<file path="src/rtl/tlb_write_ctrl_pkg.sv">
// Shared types and constants for the TLB maintenance controller (TLBR/TLBWI/TLBWR/TLBP).
package tlb_write_ctrl_pkg;

  localparam int TLB_ENTRIES   = 16;
  // Index port is sized for the largest supported TLB; smaller TLBs zero-extend.
  localparam int TLB_IDX_MAX_W = 6;

  typedef logic [31:0] word_t;

  typedef enum logic [1:0] {
    TLBR  = 2'd0,
    TLBWI = 2'd1,
    TLBWR = 2'd2,
    TLBP  = 2'd3
  } tlbOp_t;

  typedef logic [TLB_IDX_MAX_W-1:0] tlbIndex_t;

  typedef struct packed {
    logic [18:0] vpn2;
    logic [7:0]  asid;
    logic        g;
    logic [23:0] pfn0;
    logic [2:0]  c0;
    logic        d0;
    logic        v0;
    logic [23:0] pfn1;
    logic [2:0]  c1;
    logic        d1;
    logic        v1;
  } tlbEntry_t;

  typedef enum logic [2:0] {
    IDLE    = 3'd0,
    READ    = 3'd1,
    CAPTURE = 3'd2,
    WRITE   = 3'd3,
    PROBE   = 3'd4,
    FLUSH   = 3'd5
  } tlbState_t;

endpackage

</file>
<file path="src/rtl/tlb_write_ctrl_random_gen.sv">
// CP0 Random register: counts down from TLB_ENTRIES-1 to Wired, then wraps back to the top.
module tlb_random_gen
  import tlb_write_ctrl_pkg::*;
#(
  parameter int TLB_ENTRIES = tlb_write_ctrl_pkg::TLB_ENTRIES
) (
  input  logic  clk,
  input  logic  rst,
  input  word_t wired,
  input  logic  wired_we,
  output word_t random
);

  localparam int IDX_W = $clog2(TLB_ENTRIES);
  localparam logic [IDX_W-1:0] TOP_IDX = IDX_W'(TLB_ENTRIES - 1);

  logic [IDX_W-1:0] rnd_q;
  logic             wired_high;
  logic             at_wired;

  // With every entry wired there is nothing left to randomise, so park at the top.
  assign wired_high = (wired >= word_t'(TLB_ENTRIES - 1));
  assign at_wired   = ({{(32-IDX_W){1'b0}}, rnd_q} == wired);

  always_ff @(posedge clk) begin
    if (!rst) begin
      rnd_q <= TOP_IDX;
    end else if (wired_we || wired_high || at_wired) begin
      rnd_q <= TOP_IDX;
    end else begin
      rnd_q <= rnd_q - IDX_W'(1);
    end
  end

  assign random = {{(32-IDX_W){1'b0}}, rnd_q};

endmodule

</file>
<file path="src/rtl/tlb_write_ctrl.sv">
// Sequences TLB read/write/probe operations between CP0 registers and the MMU TLB array.
module tlb_write_ctrl
  import tlb_write_ctrl_pkg::*;
#(
  parameter int TLB_ENTRIES = tlb_write_ctrl_pkg::TLB_ENTRIES
) (
  input  logic      clk,
  input  logic      rst,
  input  logic      req_valid,
  input  tlbOp_t    req_op,
  output logic      req_ready,
  input  word_t     cp0_index,
  input  word_t     cp0_wired,
  input  word_t     cp0_entry_hi,
  input  word_t     cp0_entry_lo0,
  input  word_t     cp0_entry_lo1,
  input  logic      wired_we,
  input  word_t     tlbp_index,
  output tlbIndex_t tlbrw_index,
  output logic      tlbrw_we,
  output tlbEntry_t tlbrw_wdata,
  input  tlbEntry_t tlbrw_rdata,
  output logic      index_we,
  output word_t     index_wdata,
  output logic      entry_we,
  output word_t     entry_hi_wdata,
  output word_t     entry_lo0_wdata,
  output word_t     entry_lo1_wdata,
  output word_t     random,
  output logic      pipe_flush,
  output logic      done
);

  localparam int IDX_W = $clog2(TLB_ENTRIES);

  tlbState_t state;
  word_t     rnd_val;
  tlbEntry_t wr_entry;
  logic      unused_bits;

  function automatic tlbIndex_t ext_idx(input logic [IDX_W-1:0] idx);
    return tlbIndex_t'(idx);
  endfunction

  function automatic word_t hi_word(input logic [18:0] vpn2, input logic [7:0] asid);
    return {vpn2, 5'b0_0000, asid};
  endfunction

  function automatic word_t lo_word(input logic [23:0] pfn, input logic [2:0] c,
                                    input logic d, input logic v, input logic g);
    return {2'b00, pfn, c, d, v, g};
  endfunction

  tlb_random_gen #(
    .TLB_ENTRIES(TLB_ENTRIES)
  ) u_random_gen (
    .clk      (clk),
    .rst      (rst),
    .wired    (cp0_wired),
    .wired_we (wired_we),
    .random   (rnd_val)
  );

  assign random    = rnd_val;
  assign req_ready = (state == IDLE);

  // An entry is global only if both halves are marked global.
  always_comb begin
    wr_entry      = '0;
    wr_entry.vpn2 = cp0_entry_hi[31:13];
    wr_entry.asid = cp0_entry_hi[7:0];
    wr_entry.g    = cp0_entry_lo0[0] & cp0_entry_lo1[0];
    wr_entry.pfn0 = cp0_entry_lo0[29:6];
    wr_entry.c0   = cp0_entry_lo0[5:3];
    wr_entry.d0   = cp0_entry_lo0[2];
    wr_entry.v0   = cp0_entry_lo0[1];
    wr_entry.pfn1 = cp0_entry_lo1[29:6];
    wr_entry.c1   = cp0_entry_lo1[5:3];
    wr_entry.d1   = cp0_entry_lo1[2];
    wr_entry.v1   = cp0_entry_lo1[1];
  end

  assign unused_bits = ^{cp0_index[31:IDX_W], cp0_entry_hi[12:8], cp0_entry_lo0[31:30],
                         cp0_entry_lo1[31:30], rnd_val[31:IDX_W]};

  always_ff @(posedge clk) begin
    if (!rst) begin
      state           <= IDLE;
      tlbrw_index     <= '0;
      tlbrw_we        <= 1'b0;
      tlbrw_wdata     <= '0;
      index_we        <= 1'b0;
      index_wdata     <= '0;
      entry_we        <= 1'b0;
      entry_hi_wdata  <= '0;
      entry_lo0_wdata <= '0;
      entry_lo1_wdata <= '0;
      pipe_flush      <= 1'b0;
      done            <= 1'b0;
    end else begin
      tlbrw_we   <= 1'b0;
      index_we   <= 1'b0;
      entry_we   <= 1'b0;
      pipe_flush <= 1'b0;
      done       <= 1'b0;
      case (state)
        // Everything the op needs is captured here so later CP0 changes cannot leak in.
        IDLE: begin
          if (req_valid) begin
            case (req_op)
              TLBWI: begin
                state       <= WRITE;
                tlbrw_index <= ext_idx(cp0_index[IDX_W-1:0]);
                tlbrw_wdata <= wr_entry;
                tlbrw_we    <= 1'b1;
              end
              TLBWR: begin
                state       <= WRITE;
                tlbrw_index <= ext_idx(rnd_val[IDX_W-1:0]);
                tlbrw_wdata <= wr_entry;
                tlbrw_we    <= 1'b1;
              end
              TLBR: begin
                state       <= READ;
                tlbrw_index <= ext_idx(cp0_index[IDX_W-1:0]);
              end
              TLBP: begin
                state       <= PROBE;
                index_we    <= 1'b1;
                index_wdata <= tlbp_index;
                done        <= 1'b1;
              end
            endcase
          end
        end
        READ: begin
          state           <= CAPTURE;
          entry_we        <= 1'b1;
          entry_hi_wdata  <= hi_word(tlbrw_rdata.vpn2, tlbrw_rdata.asid);
          entry_lo0_wdata <= lo_word(tlbrw_rdata.pfn0, tlbrw_rdata.c0, tlbrw_rdata.d0,
                                     tlbrw_rdata.v0, tlbrw_rdata.g);
          entry_lo1_wdata <= lo_word(tlbrw_rdata.pfn1, tlbrw_rdata.c1, tlbrw_rdata.d1,
                                     tlbrw_rdata.v1, tlbrw_rdata.g);
        end
        CAPTURE, WRITE: begin
          state      <= FLUSH;
          pipe_flush <= 1'b1;
          done       <= 1'b1;
        end
        PROBE:   state <= IDLE;
        FLUSH:   state <= IDLE;
        default: state <= IDLE;
      endcase
    end
  end

endmodule
</file>
<file path="config.mk">
export PLATFORM = sky130hd
export DESIGN_NAME = tlb_write_ctrl
export DESIGN_NICKNAME = d
export VERILOG_FILES = /design/src/rtl/tlb_write_ctrl_pkg.sv /design/src/rtl/tlb_write_ctrl_random_gen.sv /design/src/rtl/tlb_write_ctrl.sv
export SDC_FILE = /design/constraint.sdc
export NUM_CORES = 1
export LEC_CHECK = 0
export BUFFER_PORTS_ARGS = -buffer_cell sky130_fd_sc_hd__buf_2
export CORE_AREA = 3 3 210 212
export CTS_BUF_LIST = sky130_fd_sc_hd__clkbuf_16
export CTS_CLUSTER_SIZE = 20
export DETAILED_ROUTE_END_ITERATION = 8
export DIE_AREA = 0 0 213 215
export PLACE_DENSITY = 0.51
export SYNTH_ARGS = -nofsm -noshare
export SYNTH_HDL_FRONTEND = slang
export SYNTH_HIERARCHICAL = 1
export SYNTH_SLANG_ARGS = --single-unit
</file>
<file path="constraint.sdc">
create_clock -name clk -period 1.9 [get_ports clk]
set_input_delay 0.095 -clock clk [delete_from_list [all_inputs] [get_ports clk]]
set_output_delay 0.095 -clock clk [all_outputs]
set_load 0.1 [all_outputs]
</file>
After elaboration in Yosys (flattened, before gate mapping) --
Cells that the tools add are included.
Cells by class: mux-type cells 10, div/mod/pow operators 0, bitwise logic cells 2, magnitude comparators 1, eq/ne operators 8, shift-type cells 0, reductions and logical operators 14, add/sub/neg operators 1, multiply operators 0
Operator list (number):
- $eq 4x32->1 | 1
- $ge 32x4->1 const B | 1
- $pmux 3 s3 | 2
- $pmux 6 s2 | 1
- $reduce_and 3->1 | 4
- $reduce_or 2->1 | 4
- $eq 3x2->1 const B | 2
- $mux 1 | 5
- $eq 2x2->1 const B | 2
- $sub 4x1->4 const B | 1
- $eq 3x1->1 const B | 1
- $logic_not 3->1 | 1
- $mux 3 | 1
- $eq 2x1->1 const B | 1
- $logic_not 2->1 | 1
- $logic_or 1x1->1 | 2
- $ne 2x2->1 const B | 1
- $pmux 1 s2 | 1
- $reduce_and 2->1 | 1
- $reduce_bool 2->1 | 1
- $and 1x1->1 | 1
- $not 1->1 | 1
Storage, ports and cells: memory bits (read-only) 0, bits in registers 223, memories 0, output and inout bits 258, bits in latches 0, memory bits (writable) 0, logic and storage cells 59, input bits 284

Logic depth before layout (Yosys ltp) --
depth after elaboration 5, depth in mapped cells 7, mapped depth without buffers 5

Modules after synthesis --
Netlist, hierarchy kept.
By module, submodules not included:
- tlb_write_ctrl | cells each 952, times used 1, area each 8444.3 um^2, sequential area each 4324.1 um^2
- tlb_random_gen | cells each 64, times used 1, area each 508.0 um^2, sequential area each 80.1 um^2

Worst setup path after synthesis --
Ideal clock, no wire load.
path kind register to output, from register state[1], to output req_ready, cell stages (with the launch flop) 3, required time 1.805 ns, data arrival time 2.469 ns, path slack -0.664 ns, buffers on the path 1, path through dfxtp_1 > buf_2 > nor3_1
Between the ends: word-level cells in the longest chain between the ends 1
Ends and longest elaborated chain:
- start, declared | line tlb_write_ctrl.sv:36 | tlbState_t state;
- start signal, assigned | line tlb_write_ctrl.sv:88 | state <= IDLE;
- start signal, assigned | line tlb_write_ctrl.sv:112 | state <= WRITE;
- start signal, assigned | line tlb_write_ctrl.sv:118 | state <= WRITE;
- $logic_not 3->1 | line tlb_write_ctrl.sv:65 | assign req_ready = (state == IDLE);
- end, declared | line tlb_write_ctrl.sv:11 | output logic req_ready,
No other way between the ends.

Final worst setup path --
from input cp0_wired[21], to register u_random_gen.rnd_q[3]
Between the ends: word-level cells in the longest chain between the ends 4, elaborated cells on any way between the ends 5, those cells by class order compare (1); eq/ne (1); reduce/logical (3)
Ends and longest elaborated chain:
- start, declared | line tlb_write_ctrl.sv:13 | input word_t cp0_wired,
- $ge 32x4->1 | line tlb_write_ctrl_random_gen.sv:22 | assign wired_high = (wired >= word_t'(TLB_ENTRIES - 1));
- $logic_or 1x1->1 | line tlb_write_ctrl_random_gen.sv:28 | end else if (wired_we || wired_high || at_wired) begin
- $logic_or 1x1->1 (*) | line tlb_write_ctrl_random_gen.sv:28
- $reduce_or 2->1 (no source line) (*)
- end signal, assigned | line tlb_write_ctrl_random_gen.sv:31 | rnd_q <= rnd_q - IDX_W'(1);
- end, declared | line tlb_write_ctrl_random_gen.sv:17 | logic [IDX_W-1:0] rnd_q;
Every way passes the cells marked *; elsewhere a longest branch is shown, timed or not. A chain may end at the register's enable or synchronous reset.

==> impl_metrics.csv <==
group,metric,value,unit
clock_network,clock_path_buffers,3,
clock_network,cts_setup_buffers,0,
job,drv_cap,0,
timing,period_share,92.1,%
detailed_routing,wl,32.0,mm
power,ir_drop,456,µV
timing,slew-limit-headroom,61.6,%
synth,ys.warnings.count,6,
power,power,13.8,mW
timing,final.setup_skew,0.0127,ns
detailed_routing,first_pass_iters,4,
detailed_routing,post_drt_wl_per_cell,14.2,µm
finish,antenna_cells,0,
die,rows,75,
finish,final_nets,1995,
place,place.gp.congestion,0.791,
clock_network,cts_sinks,220,
timing,worst_pin_slew,0.580,ns
critical_path,cp.arrival,2.15,ns
finish,multiInputGateArea,4010,µm²
clock_network,insertion_delay,0.52,ns
die,die_x,213,µm
die,start_util,21.2,%
synth,netlist_area,8950,µm²
timing,setup_tns,0,ns
clock_network,cts-root-buf,"clkbuf_16",
hold_path,hold_path.class,"input port to flip-flop",
timing,final_hold_viol_count,0,
grt,grt_max_degree,105,
synth,syn_inst,1016,
synth,avgSynthCellArea,8.81,µm²
die,num_io_pins,542,
clock_network,clkTransAtPathRegs,0.06,ns
synth,yosysSeqAreaShare,49.2,%
die,die_y,215,µm
timing,period_minus_slack,1.75,ns
timing,slew_viol_final,0,
die,core,42100,µm²
power,leakage,6.86,nW
timing,rsz0062_at_grt,"false",
hold_path,hold_path_depth,4,
synth,synth_cell_types,36,
die,dieArea,45800,µm²
critical_path,required,2.30,ns
finish,n_fill_cell,4301,
clock_network,cts_max_level,1,
clock_network,cts_buffers,26,
synth,ys_ff_latch,220,
timing,fmax,572,MHz
critical_path,crit_path_max_fanout,4,
critical_path,cp-end-kind,"flip-flop",
detailed_routing,drt_iter0_drc,343,
grt,grt_usage,13.2,%
detailed_routing,via_per_inst,4.06,
place,port_buffers,465,
finish,area_growth,67.1,%
status,outcome,"finished, final reports clean",
place,dpl.hpwl,22.3,mm
critical_path,start_kind,"input port",
grt,first_global_vias,9448,
clock_network,cts_tree,"done",
grt,grt_overflow_total,0,
finish,seq_area,4410,µm²
detailed_routing,drc,0,
power,p_per_area,921,nW/µm²
grt,antenna_found_initial,0,
detailed_routing,ant_nets,0,
critical_path,r2r_cells,4,
detailed_routing,vias,9168,
timing,setup_viol,0,
critical_path,path_class,"input port to flip-flop",
finish,layout-drive-gt1-share,31.0,%
grt,grt_pass1_wl,49.1,mm
==> critical path, stage by stage <==
cell and delay, ns:
dlygate4sd3_1 0.53, buf_2 0.12, or4_4 0.39, dlygate4sd3_1 0.61, nor4_1 0.29, nand4_1 0.12
==> final timing paths <==
kind	slack, ns	startpoint	to
worst max-delay path	0.15	cp0_wired[21]	u_random_gen/rnd_q[3]$_SDFF_PP1_
worst min-delay path	0.04	cp0_wired[0]	u_random_gen/rnd_q[1]$_SDFF_PP1_
worst max register to register	0.22	state[2]$_SDFFE_PN0P_	tlbrw_wdata[15]$_SDFFE_PN0P_
worst min register to register	0.45	entry_lo1_wdata[11]$_SDFFE_PN0P_	entry_lo1_wdata[11]$_SDFFE_PN0P_
==> routing by layer <==
| metal | vias up | track usage, % | routed length, µm |
|---|---|---|---|
| met5 | - | 0 | 0 |
| met4 | 0 | 6.23 | 1370 |
| met3 | 86 | 2.63 | 1870 |
| met2 | 300 | 23.6 | 16000 |
| met1 | 4202 | 14.9 | 12800 |
| li1 | 4580 | - | - |
==> cells in the final DEF (no fill, tap or decap), drive strengths merged, types with 10 or more instances in the layout <==
master       synthesis  final
buf                 64    490
nand2              407    407
dlygate4sd3          0    245
dfxtp              220    220
mux2i              122    122
a21boi              86     86
conb                 2     39
clkbuf              47     28
inv                  6     12
clkinv               0     10
==> cell families after synthesis <==
kind of cell / count (synthesis) / share of synthesized area (%)
xor+xnor: 5 / 0.489
fa+ha+maj: 5 / 0.699
other cells: 2 / 0.0839
buf+inv: 117 / 7.71
compound gates: 97 / 7.98
simple gates: 448 / 20.2
flops: 220 / 49.2
mux: 122 / 13.6
==> final cells by class <==
type / instances / share of cell area, %
flip-flops and latches: 220 / 29.4
inverters: 6 / 0.151
clock buffers: 27 / 4.52
clock inverters: 16 / 0.460
well taps: 539 / 4.51
multi-input cells: 716 / 26.8
repair buffers: 736 / 34.1
==> Yosys cell counts (all sizes together) <==
master  count  share of area, %
nand2     407                17
dfxtp     220                49
mux2i     122                14
a21boi     86               7.2
buf        64               5.5
clkbuf     47               2.0
nor4        7              0.49
inv         6              0.25
nand4       6              0.42
ha          5              0.70
nor3        5              0.28
nor2        4              0.17
o211ai      4              0.34
o21ai       4              0.22
xnor2       4              0.39
and2        3              0.21
and3        3              0.21
or2         3              0.21
a21oi       2              0.11
conb        2             0.084
nor4b       2              0.36
and4        1             0.098
nand2b      1             0.070
nand3       1             0.056
nand3b      1             0.084
nor3b       1              0.14
o31a        1             0.098
or3b        1             0.098
or4         1              0.13
or4b        1              0.11
xor2        1             0.098
==> power by group <==
part	internal, mW	switching, mW
Sequential	4.90	0.142
Clock	2.53	1.91
Combinational	1.07	3.23
Total	8.50	5.28
==> through the flow <==
stage / setup slack [ns] / util (%) / area (µm²) / instances / hold WS (ns)
6_report: 0.151 / 35.5 / 15000 / 2260 / 0.0382
5_1_grt: 0.0548 / 35.5 / 15000 / 2260 / 0.0373
4_1_cts: 0.0345 / 35.5 / 15000 / 2260 / 0.00226
3_5_place_dp: 0.234 / 27.9 / 11800 / 1972 / 0.344
3_3_place_gp: 0.292 / 27.9 / 11800 / 1972 / 0.336
2_1_floorplan: 0.0644 / - / 9100 / 1053 / 0.230
==> sequential cells by signal, indices dropped and copies added, names as in the netlist <==
name	cells
index_we	1
tlbrw_index	4
tlbrw_wdata	86
pipe_flush	1
index_wdata	32
entry_lo0_wdata	29
entry_hi_wdata	27
state	3
entry_we	1
entry_lo1_wdata	30
u_random_gen/rnd_q	4
tlbrw_we	1
done	1
==> repair_timing <==
action	4_1_cts	5_1_grt
endpoints found under the hold margin	214	0
resized for setup	0	1
hold buffers	245	0
setup endpoints to repair	0	1
Power figures use the tool's default switching activity.
